[src/rtl/fetch_scheduler_pkg.sv]
// Shared parameters and FSM encoding for the column-FIFO fetch scheduler.
package fetch_scheduler_pkg;

   localparam int fs_channel_num     = 4;
   localparam int fs_channel_num_log = 2;
   localparam int fs_addr_bits       = 13;
   localparam int fs_fifo_depth      = 16;
   localparam int fs_matrix_num      = 3;

   typedef enum logic [1:0] {
      st_idle  = 2'd0,
      st_fetch = 2'd1,
      st_drain = 2'd2,
      st_done  = 2'd3
   } state_t;

endpackage

[src/rtl/fetch_scheduler_rr_arbiter.sv]
// Combinational round-robin picker: the search begins one past the last grant.
module rr_arbiter #(
   parameter int n     = 4,
   parameter int n_log = 2
) (
   input  logic [n-1:0]     req,
   input  logic [n_log-1:0] last,
   output logic [n-1:0]     grant,
   output logic [n_log-1:0] idx,
   output logic             valid
);

   int               j;
   logic [n_log-1:0] jj;

   always_comb begin
      grant = '0;
      idx   = '0;
      valid = 1'b0;
      j     = 0;
      jj    = '0;
      for (int off = 1; off <= n; off++) begin
         j = int'(last) + off;
         if (j >= n) j = j - n;
         jj = j[n_log-1:0];
         if (!valid && req[jj]) begin
            valid     = 1'b1;
            grant[jj] = 1'b1;
            idx       = jj;
         end
      end
   end

endmodule

[src/rtl/fetch_scheduler.sv]
// Credit-gated round-robin ROM fetch for several column FIFOs, repeated over
// matrix_num matrices; wr_en follows each read by the ROM's one-cycle latency.
module fetch_scheduler
   import fetch_scheduler_pkg::*;
#(
   parameter int channel_num     = fs_channel_num,
   parameter int channel_num_log = fs_channel_num_log,
   parameter int addr_bits       = fs_addr_bits,
   parameter int fifo_depth      = fs_fifo_depth,
   parameter int matrix_num      = fs_matrix_num
) (
   input  logic                             clk,
   input  logic                             rst,
   input  logic                             start,
   input  logic [addr_bits*channel_num-1:0] base_addr,
   input  logic [addr_bits*channel_num-1:0] len,
   input  logic [channel_num-1:0]           fifo_read,
   output logic                             rom_en,
   output logic [addr_bits-1:0]             rom_addr,
   output logic [channel_num-1:0]           wr_en,
   output logic [1:0]                       current_matrix,
   output logic                             busy,
   output logic                             done
);

   localparam int                          credit_bits = $clog2(fifo_depth + 1);
   localparam logic [credit_bits-1:0]      credit_full = credit_bits'(fifo_depth);
   localparam logic [credit_bits-1:0]      credit_one  = credit_bits'(1);
   localparam logic [addr_bits-1:0]        addr_one    = addr_bits'(1);
   localparam logic [1:0]                  last_matrix = 2'(matrix_num - 1);
   localparam logic [channel_num_log-1:0]  last_reset  = channel_num_log'(channel_num - 1);

   state_t state, state_next;

   logic [addr_bits-1:0]       addr_q   [channel_num];
   logic [addr_bits-1:0]       len_q    [channel_num];
   logic [addr_bits-1:0]       rem_q    [channel_num];
   logic [credit_bits-1:0]     credit_q [channel_num];

   logic [channel_num-1:0]     req, gnt;
   logic [channel_num_log-1:0] gnt_idx, last_q, rom_ch_q;
   logic                       gnt_valid, all_zero;
   logic                       rom_en_q;
   logic [addr_bits-1:0]       rom_addr_q;
   logic [channel_num-1:0]     wr_en_q;
   logic [1:0]                 matrix_q;
   logic                       launch, advance;

   assign launch  = (state == st_idle) && start;
   assign advance = (state == st_fetch) && all_zero && (matrix_q != last_matrix);

   // A channel with nothing left (including len = 0) never requests.
   always_comb begin
      req      = '0;
      all_zero = 1'b1;
      for (int i = 0; i < channel_num; i++) begin
         if (rem_q[i] != '0) all_zero = 1'b0;
         req[i] = (state == st_fetch) && (rem_q[i] != '0) && (credit_q[i] != '0);
      end
   end

   rr_arbiter #(
      .n     (channel_num),
      .n_log (channel_num_log)
   ) u_rr_arbiter (
      .req   (req),
      .last  (last_q),
      .grant (gnt),
      .idx   (gnt_idx),
      .valid (gnt_valid)
   );

   always_ff @(posedge clk or posedge rst) begin
      if (rst) state <= st_idle;
      else     state <= state_next;
   end

   always_comb begin
      state_next = state;
      case (state)
         st_idle:  if (start) state_next = st_fetch;
         st_fetch: if (all_zero && (matrix_q == last_matrix)) state_next = st_drain;
         st_drain: if (!rom_en_q) state_next = st_done;
         st_done:  state_next = st_idle;
         default:  state_next = st_idle;
      endcase
   end

   // Per-channel address and remaining count; addresses carry across matrices.
   always_ff @(posedge clk or posedge rst) begin
      if (rst) begin
         for (int i = 0; i < channel_num; i++) begin
            addr_q[i] <= '0;
            len_q[i]  <= '0;
            rem_q[i]  <= '0;
         end
         matrix_q <= '0;
      end else begin
         for (int i = 0; i < channel_num; i++) begin
            if (launch) begin
               addr_q[i] <= base_addr[i*addr_bits +: addr_bits];
               len_q[i]  <= len[i*addr_bits +: addr_bits];
               rem_q[i]  <= len[i*addr_bits +: addr_bits];
            end else if (gnt[i]) begin
               addr_q[i] <= addr_q[i] + addr_one;
               rem_q[i]  <= rem_q[i] - addr_one;
            end else if (advance) begin
               rem_q[i]  <= len_q[i];
            end
         end
         if (launch)       matrix_q <= '0;
         else if (advance) matrix_q <= matrix_q + 2'd1;
      end
   end

   // Credits mirror free FIFO slots, counting reads still in flight through the ROM.
   always_ff @(posedge clk or posedge rst) begin
      if (rst) begin
         for (int i = 0; i < channel_num; i++) credit_q[i] <= credit_full;
      end else begin
         for (int i = 0; i < channel_num; i++) begin
            case ({gnt[i], fifo_read[i]})
               2'b10:   credit_q[i] <= credit_q[i] - credit_one;
               2'b01:   if (credit_q[i] != credit_full) credit_q[i] <= credit_q[i] + credit_one;
               default: credit_q[i] <= credit_q[i];
            endcase
         end
      end
   end

   always_ff @(posedge clk or posedge rst) begin
      if (rst) begin
         rom_en_q   <= 1'b0;
         rom_addr_q <= '0;
         rom_ch_q   <= '0;
         last_q     <= last_reset;
         wr_en_q    <= '0;
      end else begin
         rom_en_q <= gnt_valid;
         wr_en_q  <= rom_en_q ? (channel_num'(1) << rom_ch_q) : '0;
         if (gnt_valid) begin
            rom_addr_q <= addr_q[gnt_idx];
            rom_ch_q   <= gnt_idx;
            last_q     <= gnt_idx;
         end
      end
   end

   assign rom_en         = rom_en_q;
   assign rom_addr       = rom_addr_q;
   assign wr_en          = wr_en_q;
   assign current_matrix = matrix_q;
   assign busy           = (state != st_idle);
   assign done           = (state == st_done);

endmodule

[config.mk]
export PLATFORM = sky130hd
export DESIGN_NAME = fetch_scheduler
export DESIGN_NICKNAME = d
export VERILOG_FILES = /design/src/rtl/fetch_scheduler_pkg.sv /design/src/rtl/fetch_scheduler_rr_arbiter.sv /design/src/rtl/fetch_scheduler.sv
export SDC_FILE = /design/constraint.sdc
export NUM_CORES = 1
export LEC_CHECK = 0
export ABC_CLOCK_PERIOD_IN_PS = 13300
export BUFFER_PORTS_ARGS = -buffer_cell sky130_fd_sc_hd__buf_4
export CAP_MARGIN = 30
export CORE_AREA = 3 3 144 146
export CTS_CLUSTER_SIZE = 14
export DETAILED_ROUTE_END_ITERATION = 7
export DIE_AREA = 0 0 147 149
export PLACE_DENSITY_LB_ADDON = 0.05
export SKIP_CTS_REPAIR_TIMING = 1
export SKIP_LAST_GASP = 1
export SYNTH_ARGS = -nofsm -noshare
export SYNTH_HDL_FRONTEND = slang
export SYNTH_SLANG_ARGS = --single-unit
[constraint.sdc]
create_clock -name clk -period 13.3 [get_ports clk]
set_input_delay 1.33 -clock clk [delete_from_list [all_inputs] [get_ports clk]]
set_output_delay 1.33 -clock clk [all_outputs]
set_load 0.01 [all_outputs]
# Word-level counts from Yosys, hierarchy flattened

Cells that the tools add are included.

Bits in registers: 202
Input bits: 111
Output and inout port bits: 22
Logic and storage cells: 214

Add/sub/neg operators: 25
Order comparisons: 13
Eq/ne operators: 24
Shifts and indexed selects: 1
Multiplexer cells: 74
Bitwise gates (word level): 4
Reduce and logical (&&, ||, !) cells: 50

Operators with widths:

| cell                    | count |
|---|---|
| $mux W13                | 22 |
| $add A13 B1 Y13 const B | 4 |
| $reduce_bool A13 Y1     | 4 |
| $sub A13 B1 Y13 const B | 4 |
| $pmux W5 S2             | 4 |
| $bmux W13 S2            | 1 |
| $mux W2                 | 13 |
| $add A5 B1 Y5 const B   | 4 |
| $mux W4                 | 5 |
| $mux W5                 | 4 |
| $ne A5 B5 Y1 const B    | 4 |
| $reduce_bool A2 Y1      | 10 |
| $reduce_bool A5 Y1      | 4 |
| $sub A5 B1 Y5 const B   | 4 |
| $logic_and A1 B1 Y1     | 19 |
| $mux W1                 | 16 |
| $eq A2 B2 Y1 const B    | 7 |
| $ne A2 B2 Y1 const B    | 7 |
| $ge A3 B3 Y1 const B    | 4 |
| $lt A2 B3 Y1 const B    | 4 |
| $or A4 B4 Y4            | 3 |
| $reduce_bool A3 Y1      | 4 |
| $eq A2 B1 Y1 const B    | 5 |
| $bmux W1 S2             | 4 |
| 16 further kinds        | 31 |

# Logic depth before layout (Yosys ltp)

Depth after elaboration: 19
Gate-level depth with buffers: 19
Gate-level depth less buffers: 16

# Cells and area by module

Synthesis repeated with hierarchy kept, for this count alone.

Cell total of the unflattened synthesis: 1319
Area total of the unflattened synthesis: 12011.5 µm²

By module, submodules not included:

| module          | times used | cells each | area an instance (µm²) | seq. area each (µm²) |
|---|---|---|---|---|
| fetch_scheduler | 1          | 1251       | 11486.0                | 5062.4 |
| rr_arbiter      | 1          | 68         | 525.5                  | 0.0 |

# Worst setup path after synthesis

OpenSTA, ideal clock, no wires.

Path type: register to register
Start point: register last_q[0]
End point: register credit_q[13] in the netlist's numbering
Setup time: 0.141 ns
Data arrival time: 4.319 ns
Required time: 13.159 ns
Slack: 8.840 ns
Stages on the path, launching flop included: 19
Path buffers: 5
Period minus slack after synthesis: 4.460 ns
Cell sequence: dfstp_2 buf_1 inv_1 ha_1 clkbuf_1 mux4_2 buf_2 o311a_1 o22a_1 buf_6 buf_2 nand2_1 ha_1 a21o_1 a21oi_1 xnor2_1 and2_1 a211oi_1 a31oi_1

Cells in the longest elaborated chain, start to end: 18
Elaborated cells between the ends (all ways): 66
Those cells by class: add/sub (8); order compare (12); eq/ne (3); mux (28); bitwise (3); reduce/logical (12)

Ends and longest elaborated chain:

| what                                                                       | RTL line                         | RTL |
|---|---|---|
| start, declared                                                            | fetch_scheduler.sv:41            | `logic [channel_num_log-1:0] gnt_idx, last_q, rom_ch_q;` |
| start signal, assigned                                                     | fetch_scheduler.sv:136           | `last_q <= last_reset;` |
| start signal, assigned                                                     | fetch_scheduler.sv:144           | `last_q <= gnt_idx;` |
| branches (longest 14 deep; another with $add A2 B1 Y3)                     | n/a                              |  |
| $mux W4 (*)                                                                | fetch_scheduler_rr_arbiter.sv:26 | `if (!valid && req[jj]) begin` |
| $eq A2 B1 Y1 / $eq A2 B2 Y1 (equally long branches)                        | fetch_scheduler.sv:122           | `case ({gnt[i], fifo_read[i]})` |
| $ne A2 B2 Y1 (no source line) / $reduce_bool A2 Y1 (equally long branches) | n/a                              |  |
| $reduce_and A2 Y1 (no source line)                                         | n/a                              |  |
| end signal, assigned by index                                              | fetch_scheduler.sv:123           | `2'b10: credit_q[i] <= credit_q[i] - credit_one;` |
| end signal, assigned by index                                              | fetch_scheduler.sv:125           | `default: credit_q[i] <= credit_q[i];` |
| end, declared                                                              | fetch_scheduler.sv:38            | `logic [credit_bits-1:0] credit_q [channel_num];` |

Every way passes the cells marked *. The select of a mux whose other input is x is not followed.
A chain may end at the register's enable or synchronous reset.

# Final worst setup path

Start point: register state[1]
End point: register credit_q[19] in the netlist's numbering

Cells in the longest elaborated chain, start to end: 18
Elaborated cells between the ends (all ways): 39
Those cells by class: eq/ne (4); mux (16); bitwise (3); reduce/logical (16)

Ends and longest elaborated chain:

| what                                                                       | RTL line                         | RTL |
|---|---|---|
| start, declared                                                            | fetch_scheduler.sv:33            | `state_t state, state_next;` |
| start signal, assigned                                                     | fetch_scheduler.sv:74            | `if (rst) state <= st_idle;` |
| start signal, assigned                                                     | fetch_scheduler.sv:75            | `else state <= state_next;` |
| $eq A2 B1 Y1 (*)                                                           | fetch_scheduler.sv:58            | `req[i] = (state == st_fetch) && (rem_q[i] != '0) && (credit_q[i] != '0);` |
| $logic_and A1 B1 Y1 (2 in series)                                          | fetch_scheduler.sv:58            |  |
| $bmux W1 S2                                                                | fetch_scheduler_rr_arbiter.sv:26 |  |
| $mux W1 (not written as such)                                              | fetch_scheduler_rr_arbiter.sv:26 |  |
| $mux W1                                                                    | fetch_scheduler_rr_arbiter.sv:26 |  |
| $logic_not A1 Y1                                                           | fetch_scheduler_rr_arbiter.sv:26 |  |
| $logic_and A1 B1 Y1                                                        | fetch_scheduler_rr_arbiter.sv:26 |  |
| $mux W1                                                                    | fetch_scheduler_rr_arbiter.sv:26 |  |
| $logic_not A1 Y1                                                           | fetch_scheduler_rr_arbiter.sv:26 |  |
| $logic_and A1 B1 Y1                                                        | fetch_scheduler_rr_arbiter.sv:26 |  |
| $mux W1                                                                    | fetch_scheduler_rr_arbiter.sv:26 |  |
| $logic_not A1 Y1                                                           | fetch_scheduler_rr_arbiter.sv:26 |  |
| $logic_and A1 B1 Y1                                                        | fetch_scheduler_rr_arbiter.sv:26 |  |
| $mux W4 (*)                                                                | fetch_scheduler_rr_arbiter.sv:26 |  |
| $eq A2 B1 Y1 / $eq A2 B2 Y1 (equally long branches)                        | fetch_scheduler.sv:122           |  |
| $ne A2 B2 Y1 (no source line) / $reduce_bool A2 Y1 (equally long branches) | n/a                              |  |
| $reduce_and A2 Y1 (no source line)                                         | n/a                              |  |

Every way passes the cells marked *; elsewhere a longest branch is shown, timed or not. The select of a mux whose other input is x is not followed.

==> summary.md <==
| Metric | Value |
|---|---|
| CP Data Required Time | `13750 ps` |
| Critical-path cell list | `inv_1 -> ha_1 -> o21ai_1 -> nor3_1 -> nor4_1 -> o211ai_2 -> o22a_1 -> buf_4 -> nand2_1 -> fa_1 -> a21o_1 -> a21o_1 -> nor3_1 -> a311oi_1 -> a21oi_1` |
| CP max stage cell | `nor3_1` |
| Longest Clk Path Bufs | `3` |
| Drt initial violations | `581` |
| Syn Inst Count | `1293` |
| Dpl hpwl | `19.6 mm` |
| Yosys synthesis warning count | `0` |
| Row count | `51` |
| Run status | `completed` |
| Final setup skew | `23.9 ps` |
| WL per Instance | `17.1 um` |
| Vias in the first global route | `9400` |
| Final worst-path cycle share | `34.7%` |
| Slew HR | `37.6%` |
| Root buf cell | `clkbuf_16` |
| CP Max Fanout | `38` |
| Max VDD drop | `243 uV` |
| Pre-Repair DR Iteration Count | `5` |
| RSZ-0062 raised after global routing | `false` |
| Register bit total from synthesis | `202` |
| Min Tclk post-route | `4620 ps` |
| Fin. max-slew vios | `0` |
| WL final | `28.7 mm` |
| Syn-to-layout area delta | `16.9%` |
| H-tree levels | `1` |
| Post-route non-filler standard cell count | `1677` |
| Remaining Overflow, GRT | `0` |
| Maximum clock frequency | `0.217 GHz` |
| Clk sinks | `202` |
| Layout cell share with drive strength beyond 1 | `17.8%` |
| CTS tree | `done` |
| Final layout net count | `1543` |
| Startpoint Class | `flop` |
| Die span in y | `149 um` |
| Placed cells | `1632` |
| CP bufs+invs | `2` |
| M1 wire length | `12.6 mm` |
| Distinct cells, synth | `76` |
| Largest net degree at the start of global routing | `130` |
| MaxCap Viol Count | `0` |
| Final setup fails | `0` |
| P_leak | `0.00607 uW` |
| Part of the Yosys area used for sequential elements | `43.2%` |
| Hold WC Path Type | `flop to flop` |
| Met2 Wirelength | `13.9 mm` |
| Vias per inst | `5.89` |
| CP Class | `flop to flop` |
| Asr flop ratio synth | `100%` |
| Initial Util | `60.0%` |
| Top Family by Delay on Critical Path | `compound AO/OA/AOI/OAI gates` |
| Max layer used | `met4` |
| Fillers | `1597` |
| Most common cell after layout, fill and taps aside | `nand2_1` |
| Post-synth EDFFs | `0` |
| Met3 routed WL | `1.60 mm` |
| Crit path DAT | `5070 ps` |
| Core Box Area | `0.0195 mm^2` |
| Via Count | `9871` |
| Initial antenna violation count | `0` |
| Dominant synthesized flop cell | `dfrtp_1` |
| Final number of hold-violating endpoints | `0` |
| Worst-Skew Late Latency | `520 ps` |
| Most frequent cells in the layout | `nand2_1, dfrtp_1, buf_4` |
| I/O Buffers | `132` |
| Tot GR Track Use | `25.8%` |
| FF-to-FF setup slack | `8680 ps` |
| Power per cell area | `319 mW/mm^2` |
| Die ar. | `0.0219 mm^2` |
| GPL Wtd Cong | `0.861` |
| Synth Area per Inst | `9.06 um^2` |
| Max incr delay on CP | `720 ps` |
| Post-synthesis cell area | `0.0117 mm^2` |
| Post-route ant nets | `0` |
| Ant diodes | `0` |
| Clock buffers created by TritonCTS | `23` |
| Die X | `147 um` |
| IO Pins | `133` |
| CP Capture Type | `flop` |
| Reg clk slew, reported paths | `60 ps` |
| First-pass GRT wire length | `47.1 mm` |
| TNS Setup | `0 ps` |
| Design Power | `4370 uW` |
| Worst-Margin Slew | `937 ps` |
| Syn_nets | `1441` |
| DRC | `0` |
## layer usage
metal | global-route usage [%] | vias up
met3 | 3.89 | 44
met4 | 6.57 | 0
met5 | 0 | -
met1 | 35.4 | 4755
li1 | - | 4783
met2 | 43.7 | 289
## cells in the mapped netlist (17+ instances only)
master | n | area share, %
o21ai_1 | 26 | 1.1
nand3_1 | 32 | 1.4
nor3_1 | 21 | 0.90
buf_2 | 17 | 0.73
mux2i_1 | 25 | 2.1
mux2_2 | 26 | 2.5
xor2_1 | 43 | 3.2
dfrtp_1 | 196 | 42
o221ai_1 | 23 | 1.7
a21oi_1 | 84 | 3.6
ha_1 | 33 | 3.5
nand2_1 | 272 | 8.7
o21ai_0 | 41 | 1.8
clkbuf_1 | 41 | 1.3
nor2_1 | 99 | 3.2
xnor2_1 | 45 | 3.4
inv_1 | 27 | 0.86
## state kept, by name, indices dropped and copies added, names as in the netlist
| signal | cells |
|---|---|
| rem_q | 52 |
| last_q | 2 |
| wr_en | 4 |
| len_q | 52 |
| rom_ch_q | 2 |
| state | 2 |
| rom_addr | 13 |
| credit_q | 20 |
| current_matrix | 2 |
| addr_q | 52 |
| rom_en | 1 |
## logic make-up after synthesis
logic type / after synthesis / share of synthesized area [%]
AND/OR/NAND/NOR: 535 / 21.6
AO/OA/AOI/OAI: 282 / 15.6
flip-flops: 202 / 43.2
buffers and inverters: 95 / 3.61
XOR/XNOR: 88 / 6.58
multiplexers: 54 / 5.21
adder cells (fa/ha/maj): 37 / 4.21
## cell type report
cell class	instances	area [um^2]	share of cell area, %
inverters	27	109	0.795
flip-flops and latches	202	5060	37.0
well taps	265	332	2.42
clock inverters	8	125	0.913
clock buffers	34	687	5.01
multi-input cells	996	6250	45.6
repair buffers	145	1140	8.29
## path summary, 6_finish.rpt
check,start,end,depth (start not counted)
setup / recovery,state[1]$_DFFE_PP0P_,credit_q[19]$_DFFE_PP1P_,15
hold / removal,len_q[24]$_DFFE_PP0P_,len_q[24]$_DFFE_PP0P_,2
setup reg to reg,state[1]$_DFFE_PP0P_,credit_q[19]$_DFFE_PP1P_,15
hold reg to reg,len_q[24]$_DFFE_PP0P_,len_q[24]$_DFFE_PP0P_,2
max in group asynchronous,rst,last_q[0]$_DFFE_PP1P_,5
min in group asynchronous,rst,addr_q[7]$_DFFE_PP0P_,3
## metrics by stage
stage / util, % / setup WS (ps) / hold WS, ps / instance area, um^2
final: 70.2 / 8680 / 466 / 13700
after global routing: 70.2 / 8260 / 495 / 13700
after CTS: 69.8 / 8750 / 469 / 13600
after detailed placement: 65.6 / 8790 / 456 / 12800
after global placement: 65.6 / 8980 / 447 / 12800
after floorplan: - / 6470 / 434 / 11700
## power breakdown
part / internal (uW) / total, uW / switching (uW)
Sequential: 957 / 1270 / 316
Clock: 416 / 672 / 256
Combinational: 1050 / 2430 / 1380
## worst register-to-register path, delay by kind of cell, from the launching register on
family | cells | cell delay (ps)
AOI/OAI and AO/OA | 7 | 1420
and+or+nand+nor | 4 | 1370
adders and majority gates | 2 | 820
buffers and inverters | 2 | 540
DFF | 1 | 400
Note: power is estimated with default switching activity, not from simulation.
